$ cat config.mk
export PLATFORM = sky130hd
export DESIGN_NAME = fixed_point_divider
export DESIGN_NICKNAME = d
export VERILOG_FILES = /design/src/rtl/fixed_point_divider.sv
export SDC_FILE = /design/constraint.sdc
export NUM_CORES = 1
export LEC_CHECK = 0
export BUFFER_PORTS_ARGS = -buffer_cell sky130_fd_sc_hd__buf_2
export CORE_ASPECT_RATIO = 1.25
export CORE_MARGIN = 1
export CORE_UTILIZATION = 44
export CTS_BUF_LIST = sky130_fd_sc_hd__clkbuf_4 sky130_fd_sc_hd__clkbuf_8
export DETAILED_ROUTE_END_ITERATION = 8
export GPL_ROUTABILITY_DRIVEN = 1
export PLACE_DENSITY_LB_ADDON = 0.12
export SLEW_MARGIN = 10
export SYNTH_ARGS = -nofsm -noshare
export SYNTH_HDL_FRONTEND = slang
export SYNTH_SLANG_ARGS = --single-unit
$ cat constraint.sdc
create_clock -name clk_in -period 4.7 [get_ports clk_in]
set_input_delay 0.235 -clock clk_in [delete_from_list [all_inputs] [get_ports clk_in]]
set_output_delay 0.235 -clock clk_in [all_outputs]
set_load 0.03 [all_outputs]
$ cat src/rtl/fixed_point_divider.sv
// fixed_point_divider: sequential signed radix-2 restoring divider with saturation.
// Define FIXED_POINT_DIVIDER_ROUND_EN to round half away from zero (one extra cycle).
module fixed_point_divider #(
    parameter int WIDTH       = 32,
    parameter int FIXED_POINT = 0
) (
    input  logic             clk_in,
    input  logic             rst_in,
    input  logic             valid_in,
    output logic             ready_out,
    input  logic [WIDTH-1:0] dividend_in,
    input  logic [WIDTH-1:0] divisor_in,
    output logic             valid_out,
    output logic [WIDTH-1:0] quotient_out,
    output logic             div_by_zero_out,
    output logic             overflow_out
);
    localparam int SH = FIXED_POINT != 0 ? WIDTH / 2 : 0;
    localparam int N  = WIDTH + SH;
`ifdef FIXED_POINT_DIVIDER_ROUND_EN
    localparam int RB = 1;
`else
    localparam int RB = 0;
`endif
    localparam int NI = N + RB;
    localparam int CW = $clog2(NI + 1);

    typedef enum logic [1:0] {IDLE, DIVIDE, FINISH} state_t;

    state_t           state_q, state_d;
    logic [CW-1:0]    cnt_q, cnt_d;
    logic [NI-1:0]    num_q, num_d;
    logic [WIDTH-1:0] rem_q, rem_d, dvs_q, dvs_d, quo_q, quo_d;
    logic             neg_q, neg_d, dneg_q, dneg_d, dz_q, dz_d;
    logic             valid_q, valid_d, dzo_q, dzo_d, ovf_q, ovf_d;

    logic [WIDTH:0]   dvd_ext, dvd_mag, rem_sh;
    logic [WIDTH-1:0] dvs_mag, res, sat, sat_dz;
    logic [N:0]       mag, lim;
    logic             ge, ovf;

    // Numerator shifts out MSB-first while quotient bits fill in from the LSB end.
    always_comb begin
        dvd_ext = {dividend_in[WIDTH-1], dividend_in};
        dvd_mag = dividend_in[WIDTH-1] ? -dvd_ext : dvd_ext;
        dvs_mag = divisor_in[WIDTH-1] ? -divisor_in : divisor_in;
        rem_sh  = {rem_q, num_q[NI-1]};
        ge      = rem_sh >= {1'b0, dvs_q};
`ifdef FIXED_POINT_DIVIDER_ROUND_EN
        mag     = {1'b0, num_q[NI-1:1]} + (N+1)'(num_q[0]);
`else
        mag     = {1'b0, num_q};
`endif
        lim     = {{(N+1-WIDTH){1'b0}}, neg_q, {(WIDTH-1){~neg_q}}};
        ovf     = mag > lim;
        res     = neg_q ? -mag[WIDTH-1:0] : mag[WIDTH-1:0];
        sat     = {neg_q, {(WIDTH-1){~neg_q}}};
        sat_dz  = {dneg_q, {(WIDTH-1){~dneg_q}}};
    end

    always_comb begin
        state_d = state_q;
        cnt_d   = cnt_q;
        num_d   = num_q;
        rem_d   = rem_q;
        dvs_d   = dvs_q;
        neg_d   = neg_q;
        dneg_d  = dneg_q;
        dz_d    = dz_q;
        quo_d   = quo_q;
        dzo_d   = dzo_q;
        ovf_d   = ovf_q;
        valid_d = 1'b0;
        case (state_q)
            IDLE: if (valid_in) begin
                num_d   = NI'(dvd_mag) << (SH + RB);
                rem_d   = '0;
                dvs_d   = dvs_mag;
                neg_d   = dividend_in[WIDTH-1] ^ divisor_in[WIDTH-1];
                dneg_d  = dividend_in[WIDTH-1];
                dz_d    = divisor_in == '0;
                cnt_d   = CW'(NI - 1);
                state_d = DIVIDE;
            end
            DIVIDE: begin
                rem_d   = ge ? rem_sh[WIDTH-1:0] - dvs_q : rem_sh[WIDTH-1:0];
                num_d   = {num_q[NI-2:0], ge};
                cnt_d   = cnt_q - CW'(1);
                state_d = cnt_q == '0 ? FINISH : DIVIDE;
            end
            FINISH: begin
                quo_d   = dz_q ? sat_dz : ovf ? sat : res;
                dzo_d   = dz_q;
                ovf_d   = !dz_q && ovf;
                valid_d = 1'b1;
                state_d = IDLE;
            end
            default: state_d = IDLE;
        endcase
    end

    always_ff @(posedge clk_in) begin
        if (rst_in) begin
            state_q <= IDLE;
            cnt_q   <= '0;
            num_q   <= '0;
            rem_q   <= '0;
            dvs_q   <= '0;
            neg_q   <= 1'b0;
            dneg_q  <= 1'b0;
            dz_q    <= 1'b0;
            quo_q   <= '0;
            dzo_q   <= 1'b0;
            ovf_q   <= 1'b0;
            valid_q <= 1'b0;
        end else begin
            state_q <= state_d;
            cnt_q   <= cnt_d;
            num_q   <= num_d;
            rem_q   <= rem_d;
            dvs_q   <= dvs_d;
            neg_q   <= neg_d;
            dneg_q  <= dneg_d;
            dz_q    <= dz_d;
            quo_q   <= quo_d;
            dzo_q   <= dzo_d;
            ovf_q   <= ovf_d;
            valid_q <= valid_d;
        end
    end

    assign ready_out       = state_q == IDLE;
    assign valid_out       = valid_q;
    assign quotient_out    = quo_q;
    assign div_by_zero_out = dzo_q;
    assign overflow_out    = ovf_q;
endmodule

# [After elaboration in Yosys (flattened, before gate mapping)]
# Cells that the tools add are included.
[classes] muxes=16 n_lt_le_gt_ge=2 n_div=0 reduce_logical=8 bitwise_logic=3 shifts=0 add_sub_neg=5 n_eq_ne=3 mul=0
[op_table] operator="32-bit 2-to-1 mux" n=8
[op_table] operator="32-bit one-hot mux with 2 select lines" n=2
[op_table] operator="32-bit negation" n=3
[op_table] operator="33-bit by 32-bit >= comparator with 1-bit output" n=1
[op_table] operator="32-bit > comparator" n=1
[op_table] operator="32-bit zero test" n=1
[op_table] operator="32-bit subtractor" n=1
[op_table] operator="6-bit one-hot mux with 2 select lines" n=1
[op_table] operator="6-bit zero test" n=1
[op_table] operator="6-bit 2-to-1 mux" n=1
[op_table] operator="6-bit by 1-bit subtractor with 6-bit output (second input constant)" n=1
[op_table] operator="2-bit 2-to-1 mux" n=2
[op_table] operator="2-bit one-hot mux with 2 select lines" n=1
[op_table] operator="2-bit AND reduction" n=2
[op_table] operator="2-bit by 1-bit equality test with 1-bit output (second input constant)" n=1
[op_table] operator="2-bit equality test (second input constant)" n=1
[op_table] operator="2-bit zero test" n=1
[op_table] operator="2-bit != test (second input constant)" n=1
[op_table] operator="1-bit NOT" n=2
[op_table] operator="2-bit nonzero test" n=1
[op_table] operator="1-bit logical AND" n=1
[op_table] operator="1-bit zero test" n=1
[op_table] operator="1-bit 2-to-1 mux" n=1
[op_table] operator="1-bit bitwise XOR" n=1
[totals] latchBits=0 mem_bits_ro=0 out_inout_bits=36 memories=0 mem_bits_rw=0 register_bits=142 input_bits=67

# [Logic depth before layout (Yosys ltp)]
[logic_depth] word_depth=4 ltp_mapped=15 mapped_depth_nobuf=11

# [Worst setup path after synthesis]
# OpenSTA, ideal clock, no wires.
[synth_path] path_kind="register to register" startpoint="register neg_q" endpoint="register quo_q[28] (netlist: quotient_out[28])" path_slack_ps=796 t_required_ps=4568 arrival_time_ps=3772 path_buffers=5 path_stages_with_launch=15 cell_sequence="dfxtp_1 clkbuf_1 clkinv_1 clkbuf_1 buf_1 ha_1 nand4_1 nor4_1 nand2_1 o2bb2ai_1 clkbuf_1 buf_1 a21oi_1 a211oi_1 a21oi_1"
[synth_between] elab_chain_cells=4
[synth_rtl] element="start, declared" line_no="34" rtl="logic neg_q, neg_d, dneg_q, dneg_d, dz_q, dz_d;"
[synth_rtl] element="start signal, assigned" line_no="122" rtl="neg_q <= neg_d;"
[synth_rtl] element="1-bit NOT" line_no="54, 57"
[synth_rtl] element="32-bit > comparator" line_no="55" rtl="ovf = mag > lim;"
[synth_rtl] element="32-bit 2-to-1 mux (*) (2 in a row)" line_no="92" rtl="quo_d = dz_q ? sat_dz : ovf ? sat : res;"
[synth_rtl] element="end signal, assigned" line_no="125" rtl="quo_q <= quo_d;"
[synth_rtl] element="end, declared" line_no="33" rtl="logic [WIDTH-1:0] rem_q, rem_d, dvs_q, dvs_d, quo_q, quo_d;"
# Mark *: on every way between the ends. The rest lies on a longest branch, timed or not.
# A chain may end at the register's enable or synchronous reset.

# [Worst setup path in the final report]
[layout_path] startpoint="register neg_q" endpoint="register quo_q[19] (netlist: quotient_out[19])"
# The elaborated chain is that of the path after synthesis.

==> flow_summary.yaml <==
synth:
  synth-xor-area-share_pct: 8.596
  ys_ff_latch: 142
  synth_ff_type: "dfxtp_1"
  synthMuxAreaShare_pct: 2.186
  synthCells: 1309
  synth.cell_area_um2: 10190
  yosysTopAreaCell: "dfxtp_1"
  synth_top_family_by_area: "compound AO/OA/AOI/OAI gates"
  synth_most_common_cell: "dfxtp_1"
  synth_fa_ha_area_share_pct: 8.547
  synth.avg_cell_area_um2: 7.783
  synth-warning-count: 0
  async_reset_ff_share_pct: 0
  synthSimpleGateAreaFrac_pct: 19.81
  synth_cell_type_count: 71
  synth_edf_count: 0
  synthTopCellsByCount: "142 x dfxtp_1, 138 x nor2_1, 109 x a21oi_1, 106 x nand2_1, 80 x o21ai_0"
  synth.area.top_cells: "dfxtp_1 28%, ha_1 8.4%, a21oi_1 5.4%, nor2_1 5.1%, xor2_1 4.4%"
  synth_compound_area_share_pct: 27.34
  synth_top_area_share_pct: 27.90
  synth_fp_nets: 1445
  ys_seq_area_share_pct: 27.90
critical_path:
  cp_common_cell: "a21oi_1"
  crit_chain: "buf_4, ha_1, a21oi_1, nand2_1, a221o_1, nor3_1, o2bb2ai_4, a21oi_1, o311ai_0, a211oi_1"
  critical_path_arrival_ns: 4.06
  critical_path_required_ns: 5.07
  worst_path_max_delay_cell: "buf_4"
  critical_path_class: "reg2reg"
  endpoint_kind: "flop"
  max_stage_delay_ns: 0.56
  cp_max_fo: 73
  start_kind: "flop"
detailed_routing:
  firstDrtPassIters: 8
  drt-initial-drc-count: 580
  vias_per_cell: 6.005
  ant_nets: 0
  wl_um: 30700
  drt-wirelength-per-cell_um: 18.64
  route.detailed.drc: 2
  vias: 9890
timing:
  skew_ns: 0.01176
  finalCritPeriodShare_pct: 78.48
  finalHoldViolCount: 0
  setup_tns_ns: 0
  fin_crit_ns: 3.688
  setup_violations: 0
  timing.hold.ws_ns: 0.08350
  tightestPinTransition_ns: 1.054
  fmax_ghz: 0.2711
  rsz0062_at_grt: "no"
  drv_slew: 0
  relSlewSlack_pct: 29.63
clock_network:
  cts_tree: "yes"
  postCtsSetupBuffers: 0
  cts_max_path_buffers: 2
  clk-insertion-delay-late_ns: 0.46
  cts_resized: 0
  cts_root_buffer: "clkbuf_8"
  clock_sinks: 142
  htreeDepth: 4
  hold_buffers: 0
  numCtsBuffers: 17
  cts.clk_slew.worst_paths_ns: 0.09
floorplan:
  coreArea_um2: 22520
  die_h_um: 172.1
  num_rows: 61
  dieArea_um2: 23770
  start_util_pct: 45.25
  dieWidth_um: 138.1
  num_io_pins: 103
power:
  p_switching_mw: 1.407
  power.density_nw_per_um2: 338.7
  comb_power_share_pct: 33.0
  ir_worst_vdd_uv: 180.7
  cellLeakagePower_nw: 4.505
  swShare_pct: 36.85
  power_frac_clock_pct: 30.1
  power.internal_mw: 2.411
  pwr-share-seq_pct: 36.9
layout:
  antennaDiodeCount: 0
  finish.utilization_pct: 50.05
  area_growth_pct: 10.61
  seq_area_um2: 2844
  fillers: 2287
  multi_input_area_um2: 6798
  drive_gt1_share_pct: 12.61
  nets: 1488
placement:
  hpwl_um: 22650
  port_buffers: 102
  place_congestion: 0.9209
global_route:
  grt_first_pass_wirelength_um: 49180
  antenna_found_initial: 0
  grt_pass1_vias: 9466
  grt_max_degree: 74
  grt_usage_pct: 26.07
  overflow: 0
status:
  status: "complete, but fails checks"
  violations: "DRC"
min_path:
  min-delay-path-class: "in2reg"
flow_run:
  drv_cap: 0
[metal layers]
layer	routed length [µm]	track usage (%)
met1	12300	27.32
met2	16400	51.80
met3	826	3.295
met4	1168	12.02
met5	0	0
[through the flow]
step | total power, mW | setup slack [ns] | cell area (µm²) | std cells
floorplan | 2.347 | 0.7959 | 10190 | 1309
global placement | 2.681 | 1.199 | 10820 | 1616
detailed placement | 2.687 | 1.103 | 10820 | 1616
CTS | 3.835 | 1.084 | 11270 | 1647
global route | 4.047 | 0.7213 | 11270 | 1647
finish | 3.817 | 1.012 | 11270 | 1647
[layout by cell type (no fill, tap or decap), types with 6 or more instances in the layout]
cell / netlist / layout
a211oi_1: 52 / 52
a21o_1: 16 / 16
a21oi_1: 109 / 109
a221oi_1: 15 / 15
a222oi_1: 16 / 16
a31oi_1: 6 / 6
a32oi_1: 14 / 14
and3_1: 8 / 8
buf_2: 5 / 101
buf_4: 0 / 13
clkbuf_8: 0 / 17
dfxtp_1: 142 / 141
ha_1: 68 / 68
inv_1: 58 / 58
mux2i_1: 20 / 20
nand2_1: 106 / 106
nand2b_1: 15 / 15
nand3_1: 20 / 20
nand3b_1: 6 / 6
nand4_1: 22 / 22
nor2_1: 138 / 136
nor3_1: 40 / 40
nor4_1: 17 / 17
o211ai_1: 16 / 16
o21a_1: 6 / 6
o21ai_0: 80 / 80
o311ai_0: 12 / 12
o31ai_1: 16 / 16
o41ai_1: 11 / 11
or3_1: 9 / 9
or4_1: 7 / 7
xnor2_1: 49 / 49
xor2_1: 51 / 51
[kinds of logic after synthesis]
family / Yosys count
AO/OA/AOI/OAI: 410
XOR/XNOR: 100
adder cells (fa/ha/maj): 69
buffers and inverters: 149
flip-flops: 142
multiplexers: 22
AND/OR/NAND/NOR: 417
[power by group through the flow]
stage	combinational (mW)	clock (mW)	sequential, mW
after floorplan	0.954	0	1.39
after global placement	1.25	0	1.43
after detailed placement	1.25	0	1.43
after CTS	1.26	1.17	1.41
after global routing	1.42	1.21	1.42
final	1.26	1.15	1.41
[worst max-delay path: cells and delay by family (launching register included)]
family,cells,cell delay [ns]
AO/OA/AOI/OAI,6,1.92
buffers and inverters,1,0.56
adder cells (fa/ha/maj),1,0.38
AND/OR/NAND/NOR,2,0.36
flip-flops,1,0.33
[final timing paths]
kind                   start          endpoint  slack, ns  depth (start not counted)
max                    neg_q  quotient_out[19]       1.01                         10
min           divisor_in[13]         dvs_q[13]       0.08                          3
max reg2reg            neg_q  quotient_out[19]       1.01                         10
min reg2reg  div_by_zero_out   div_by_zero_out       0.46                          2
[flip-flops by register name, summed over array words and instances, names as in the netlist]
signal,cells
valid_out,1
overflow_out,1
cnt_q,6
div_by_zero_out,1
num_q,32
rem_q,32
state_q,2
dneg_q,1
neg_q,1
dvs_q,32
dz_q,1
quotient_out,32
[layout make-up]
| cell class | count | area share, % |
|---|---|---|
| sequential | 142 | 25.24 |
| tap | 283 | 3.142 |
| clock inverter | 14 | 1.910 |
| clock buffer | 17 | 2.076 |
| timing repair buffer | 114 | 5.351 |
| multi-input combinational | 1018 | 60.32 |
| inverter | 59 | 1.965 |
Power figures use the tool's default switching activity.
